File: config.mk
export PLATFORM = sky130hd
export DESIGN_NAME = encoder_ctrl
export DESIGN_NICKNAME = d
export VERILOG_FILES = /design/src/rtl/encoder_ctrl.sv
export SDC_FILE = /design/constraint.sdc
export NUM_CORES = 1
export LEC_CHECK = 0
export ABC_AREA = 1
export CORE_MARGIN = 2
export CORE_UTILIZATION = 39
export DETAILED_ROUTE_END_ITERATION = 10
export PLACE_DENSITY = 0.69
export SLEW_MARGIN = 40
export SYNTH_ARGS = -nofsm -noshare
export SYNTH_HDL_FRONTEND = slang
export SYNTH_SLANG_ARGS = --single-unit
File: constraint.sdc
create_clock -name clk -period 2 [get_ports clk]
set_input_delay 0.3 -clock clk [delete_from_list [all_inputs] [get_ports clk]]
set_output_delay 0.3 -clock clk [all_outputs]
set_load 0.01 [all_outputs]
File: src/rtl/encoder_ctrl.sv
`default_nettype none
// =============================================================================
// Module   : encoder_ctrl
// Purpose  : Command FSM and periodic snapshot sampler for an encoder core.
//            Optional position-limit trip when ENCODER_CTRL_LIMIT_EN is defined.
// Revision : 1.0
// =============================================================================
module encoder_ctrl #(
   parameter int PERIOD_W = 16,
   parameter int SEQ_W    = 8
) (
   input  logic                clk,
   input  logic                reset_n,
   input  logic                cmd_valid,
   output logic                cmd_ready,
   input  logic [1:0]          cmd_op,
   input  logic [PERIOD_W-1:0] sample_period,
   output logic                core_enable,
   output logic                core_clr_pos,
   input  logic signed [31:0]  core_position,
   input  logic signed [31:0]  core_velocity,
   input  logic                core_direction,
   output logic                smp_valid,
   input  logic                smp_ready,
   output logic [31:0]         smp_position,
   output logic [31:0]         smp_velocity,
   output logic                smp_direction,
   output logic [SEQ_W-1:0]    smp_seq,
   output logic                running,
   output logic                overrun
`ifdef ENCODER_CTRL_LIMIT_EN
   ,
   input  logic signed [31:0]  pos_limit_lo,
   input  logic signed [31:0]  pos_limit_hi,
   output logic                limit_hit
`endif
);

   localparam logic [1:0] c_OP_START = 2'b01;
   localparam logic [1:0] c_OP_STOP  = 2'b10;
   localparam logic [1:0] c_OP_ZERO  = 2'b11;

   typedef enum logic [1:0] {
      S_IDLE  = 2'd0,
      S_RUN   = 2'd1,
      S_CLEAR = 2'd2
   } state_t;

   state_t               r_state;
   state_t               w_state_nxt;
   logic                 r_ret_run;
   logic                 w_ret_run_nxt;

   logic                 r_cmd_ready;
   logic                 r_core_enable;
   logic                 r_core_clr_pos;
   logic                 r_running;
   logic                 r_overrun;
   logic [PERIOD_W-1:0]  r_cnt;
   logic [SEQ_W-1:0]     r_seq;
   logic                 r_smp_valid;
   logic [31:0]          r_smp_position;
   logic [31:0]          r_smp_velocity;
   logic                 r_smp_direction;
   logic [SEQ_W-1:0]     r_smp_seq;

   logic                 w_cmd_acc;
   logic                 w_start_acc;
   logic                 w_limit_trip;
   logic [PERIOD_W-1:0]  w_period_m1;
   logic                 w_tick;
   logic                 w_cap;

   assign w_cmd_acc   = cmd_valid && r_cmd_ready;
   assign w_start_acc = w_cmd_acc && (cmd_op == c_OP_START);

`ifdef ENCODER_CTRL_LIMIT_EN
   logic r_limit_hit;

   assign w_limit_trip = (r_state == S_RUN) &&
                         ((core_position < pos_limit_lo) || (core_position > pos_limit_hi));
   assign limit_hit    = r_limit_hit;

   always_ff @(posedge clk or negedge reset_n) begin
      if (!reset_n) begin
         r_limit_hit <= 1'b0;
      end else if (w_limit_trip) begin
         r_limit_hit <= 1'b1;
      end else if (w_start_acc) begin
         r_limit_hit <= 1'b0;
      end
   end
`else
   assign w_limit_trip = 1'b0;
`endif

   always_ff @(posedge clk or negedge reset_n) begin
      if (!reset_n) begin
         r_state   <= S_IDLE;
         r_ret_run <= 1'b0;
      end else begin
         r_state   <= w_state_nxt;
         r_ret_run <= w_ret_run_nxt;
      end
   end

   always_comb begin
      w_state_nxt   = r_state;
      w_ret_run_nxt = r_ret_run;
      unique case (r_state)
         S_IDLE: begin
            if (w_cmd_acc) begin
               case (cmd_op)
                  c_OP_START: w_state_nxt = S_RUN;
                  c_OP_ZERO: begin
                     w_state_nxt   = S_CLEAR;
                     w_ret_run_nxt = 1'b0;
                  end
                  default: w_state_nxt = S_IDLE;
               endcase
            end
         end
         S_RUN: begin
            // A limit trip overrides any command accepted in the same cycle.
            if (w_limit_trip) begin
               w_state_nxt = S_IDLE;
            end else if (w_cmd_acc) begin
               case (cmd_op)
                  c_OP_STOP: w_state_nxt = S_IDLE;
                  c_OP_ZERO: begin
                     w_state_nxt   = S_CLEAR;
                     w_ret_run_nxt = 1'b1;
                  end
                  default: w_state_nxt = S_RUN;
               endcase
            end
         end
         S_CLEAR: w_state_nxt = r_ret_run ? S_RUN : S_IDLE;
         default: w_state_nxt = S_IDLE;
      endcase
   end

   // Control outputs are registered images of the next state.
   always_ff @(posedge clk or negedge reset_n) begin
      if (!reset_n) begin
         r_cmd_ready    <= 1'b0;
         r_core_enable  <= 1'b0;
         r_core_clr_pos <= 1'b0;
         r_running      <= 1'b0;
      end else begin
         r_cmd_ready    <= (w_state_nxt != S_CLEAR);
         r_core_enable  <= (w_state_nxt == S_RUN) || ((w_state_nxt == S_CLEAR) && w_ret_run_nxt);
         r_core_clr_pos <= (w_state_nxt == S_CLEAR);
         r_running      <= (w_state_nxt == S_RUN);
      end
   end

   assign w_period_m1 = sample_period - PERIOD_W'(1);
   assign w_tick      = (r_state == S_RUN) && (sample_period != '0) && (r_cnt >= w_period_m1);
   assign w_cap       = w_tick && (!r_smp_valid || smp_ready);

   // Counter sits at 0 outside RUN, so every entry into RUN starts from 0.
   always_ff @(posedge clk or negedge reset_n) begin
      if (!reset_n) begin
         r_cnt <= '0;
      end else if ((r_state != S_RUN) || (sample_period == '0) || w_tick) begin
         r_cnt <= '0;
      end else begin
         r_cnt <= r_cnt + PERIOD_W'(1);
      end
   end

   always_ff @(posedge clk or negedge reset_n) begin
      if (!reset_n) begin
         r_seq           <= '0;
         r_smp_valid     <= 1'b0;
         r_smp_position  <= '0;
         r_smp_velocity  <= '0;
         r_smp_direction <= 1'b0;
         r_smp_seq       <= '0;
         r_overrun       <= 1'b0;
      end else begin
         if (w_tick) begin
            r_seq <= r_seq + SEQ_W'(1);
         end
         if (w_cap) begin
            r_smp_valid     <= 1'b1;
            r_smp_position  <= core_position;
            r_smp_velocity  <= core_velocity;
            r_smp_direction <= core_direction;
            r_smp_seq       <= r_seq;
         end else if (r_smp_valid && smp_ready) begin
            r_smp_valid <= 1'b0;
         end
         if (w_tick && !w_cap) begin
            r_overrun <= 1'b1;
         end else if (w_start_acc) begin
            r_overrun <= 1'b0;
         end
      end
   end

   assign cmd_ready     = r_cmd_ready;
   assign core_enable   = r_core_enable;
   assign core_clr_pos  = r_core_clr_pos;
   assign running       = r_running;
   assign overrun       = r_overrun;
   assign smp_valid     = r_smp_valid;
   assign smp_position  = r_smp_position;
   assign smp_velocity  = r_smp_velocity;
   assign smp_direction = r_smp_direction;
   assign smp_seq       = r_smp_seq;

endmodule
`default_nettype wire
==> metrics.md <==
| Metric | Value |
|---|---|
| Outcome | `finished with violations` |
| Failing checks | `negative setup slack` |
| DR iter-0 viols | `roughly 450` |
| Gr ovfl total | `0` |
| CP Max Fanout | `5` |
| Endpoints failing hold | `0` |
| Synth Instances | `between 600 and 700` |
| Worst-Skew Late Latency | `360 ps` |
| Vias in the first global route | `roughly 5300` |
| Cell repeated most along the worst path | `nand2_2` |
| CP Class | `input port to flip-flop` |
| Yosys cell types | `25` |
| Post-place setup slack | `-1240 ps` |
| CP bufs+invs | `5` |
| Slowest cell on the critical path | `ha_1` |
| Final wirelength | `18400 um` |
| CTS buffer count | `9` |
| CTS root buf | `clkbuf_16` |
| Maxcap violations | `0` |
| Post-synth top area share | `between 50% and 60%` |
| Antenna fix cells | `0` |
| Top cell family by delay on the critical path | `simple AND/OR/NAND/NOR gates` |
| Fmax | `about 390 MHz` |
| Largest net degree at the start of global routing | `49` |
| Worst reg2reg path depth | `11` |
| CP required | `between 2000 and 2500 ps` |
| Clk_skew | `14.2 ps` |
| Setup violators final | `99` |
| CTS max path bufs | `2` |
| Initial Util | `between 30 and 40%` |
| Total number of vias | `about 5400` |
| Global-route wire length before repair | `26600 um` |
| Hpwl dp | `roughly 11000 um` |
| CTS tree | `yes` |
| Final period util | `129%` |
| Seq/Total Area, Yosys | `a little over 50%` |
| Synth-to-layout area growth | `72.6%` |
| CP Capture Type | `flip-flop` |
| Final Non-Filler Cells | `1031` |
| Via/cell ratio | `about 5.3` |
| RSZ-0062 raised after global routing | `yes` |
| #FFs+latches synth | `between 100 and 150` |
| Final net count | `957` |
| Arr. time, crit path | `2830 ps` |
| Worst setup margin | `-580 ps` |
| Mean Syn Cell Area | `8.52 um2` |
| CTS sink cnt | `about 110` |
| Slew headroom | `~67%` |
| DR WL/cell | `17.9 um` |
| Slew Limit Fails | `0` |
| I/O Buffers | `165` |
| # DRC | `0` |
| Worst path max stage delay | `320 ps` |
| Synth area leaders | `dfrtp_1 50%, nand2_1 15%, nand4_1 9.5%, ha_1 4.5%, inv_1 3.3%` |
| Worst vdd ir | `around 0.00035 V` |
| GPL Wtd Cong | `0.916` |
| Io pins | `approximately 170` |
| Placed inst area | `roughly 7500 um2` |
| HP Class | `input port to asynchronous set/reset pin` |
| Share of cells above drive strength 1 | `31.7%` |
| Synth warn | `0` |
| Mapped Area | `between 5000 and 6000 um2` |
| Die boundary width | `between 100 and 150 um` |
| Final instance area | `around 9100 um2` |
| Initial antenna violation count | `0` |
| Die span in y | `120 um` |
| Final Core Density | `between 60 and 70%` |
| # rows | `42` |
| CP Launch Type | `input port` |
| Clk slew on worst S/H paths | `approximately 80 ps` |
| Drt pass-1 iters | `5` |
| Leak pwr | `~4.3 nW` |
| Cells after DPL | `roughly 980` |
| WP depth | `20` |
| Die area | `roughly 14000 um2` |
| H-tree levels | `3` |
| Crit path time final | `around 2600 ps` |
| Pwr/cell area | `526 nW/um2` |
| Post-route ant nets | `0` |
| Crit path cell chain | `buf_8, nor2_4, nand2_2, nor2_4, nand4_1, nor2_2, nand2_1, xor2_1, ha_1, nand2_2, buf_6, nor3_4, nand2_2, nand2_4, buf_6, nand3_4, clkbuf_16, clkbuf_16, nand2_2, nand2_1` |
| GRT Overall Usage | `a little under a quarter` |
| Area leader, netlist | `dfrtp_1` |
| Synthesized Nets | `between 700 and 800` |
| Slew of the pin with the lowest slew margin | `approximately 490 ps` |
| Core Region | `between 10000 and 15000 um2` |
sequential cells by signal (all words and copies together) (netlist names), 2 cells and up:
| signal | flops |
|---|---|
| r_state | 2 |
| r_cnt | 16 |
| smp_velocity | 32 |
| smp_position | 32 |
| smp_seq | 8 |
| r_seq | 8 |
kinds of logic (layout without fill, tap and decap cells):
logic type | count (synthesis) | count (layout) | synth area share (%)
fa+ha+maj | 19 | 19 | 4.51
flops | 106 | 106 | 50.3
xor+xnor | 30 | 30 | 4.98
compound gates | 19 | 19 | 2.18
simple gates | 365 | 366 | 31.5
buf+inv | 80 | 315 | 6.52
per-layer routing:
layer | global-route usage, % | vias up | routed length, um
met1 | 28.6 | 2638 | 7410
met5 | 0 | - | 0
met3 | 4.43 | 41 | 1120
li1 | - | 2536 | -
met2 | 40.2 | 233 | 9320
met4 | 9.45 | 0 | 563
report_power, final:
part / internal (mW) / switching, mW / total, mW
Combinational: 0.352 / 0.409 / 0.762
Clock: 0.983 / 0.849 / 1.83
Sequential: 2.18 / 0.0216 / 2.20
final timing paths:
path                            slack [ps]              from         endpoint
max in group asynchronous              820           reset_n       smp_seq[0]
worst min-delay path                   440           reset_n  smp_velocity[7]
worst max register to register         -70         r_cnt[10]  smp_position[8]
min in group clk                       470          r_cnt[0]         r_cnt[0]
worst max-delay path                  -580  sample_period[1]  smp_position[8]
worst min register to register         470          r_cnt[0]         r_cnt[0]
stage by stage:
stage               total power, mW  TNS (ps)  hold WS, ps
finish                         4.79    -49720          440
CTS                            4.78    -44040          464
global placement               2.91   -111580          282
detailed placement             2.93   -116520          287
global route                   4.98    -63750          491
floorplan                      2.53    -41160         4.41
cell usage in the layout (no fill, tap or decap), drive strengths merged:
cell type,count
nor4,4
bufinv,1
a31oi,1
inv,49
buf,87
nor3,12
nand3b,2
clkbuf,18
dlygate4sd3,1
xor2,17
nand3,22
clkdlybuf4s50,150
xnor2,13
dfrtp,106
ha,19
nand4,80
clkinvlp,2
nor2,38
nand2,208
dlygate4sd2,7
a21oi,11
o21ai,7
cells in the mapped netlist:
| master | n |
|---|---|
| nand2_1 | 207 |
| dfrtp_1 | 106 |
| nand4_1 | 80 |
| inv_1 | 46 |
| nor2_1 | 38 |
| buf_2 | 23 |
| ha_1 | 19 |
| nand3_1 | 19 |
| xor2_1 | 17 |
| xnor2_1 | 13 |
| nor3_1 | 11 |
| a21oi_1 | 10 |
| clkbuf_1 | 7 |
| o21ai_0 | 5 |
| nor4_1 | 4 |
| buf_4 | 2 |
| nand3_4 | 2 |
| nand3b_1 | 2 |
| o21ai_1 | 2 |
| a21oi_2 | 1 |
| a31oi_4 | 1 |
| buf_1 | 1 |
| buf_6 | 1 |
| nand2_2 | 1 |
| nor3_2 | 1 |
repair_timing:
action                                  4_1_cts  5_1_grt
endpoints found under the setup margin       99       99
endpoints found under the hold margin        34        0
pin swaps                                    36       22
hold buffers                                  1        0
setup buffers                                17        2
cloned                                       10        9
gates resized for setup                     102      151
final cells by class:
type	count	area (um2)
clock inverters	6	73.8
multi-input cells	434	2970
repair buffers	254	2780
inverters	46	178
clock buffers	9	225
well taps	176	220
fillers	979	4140
flip-flops and latches	106	2650
Note: power is estimated with default switching activity, not from simulation.
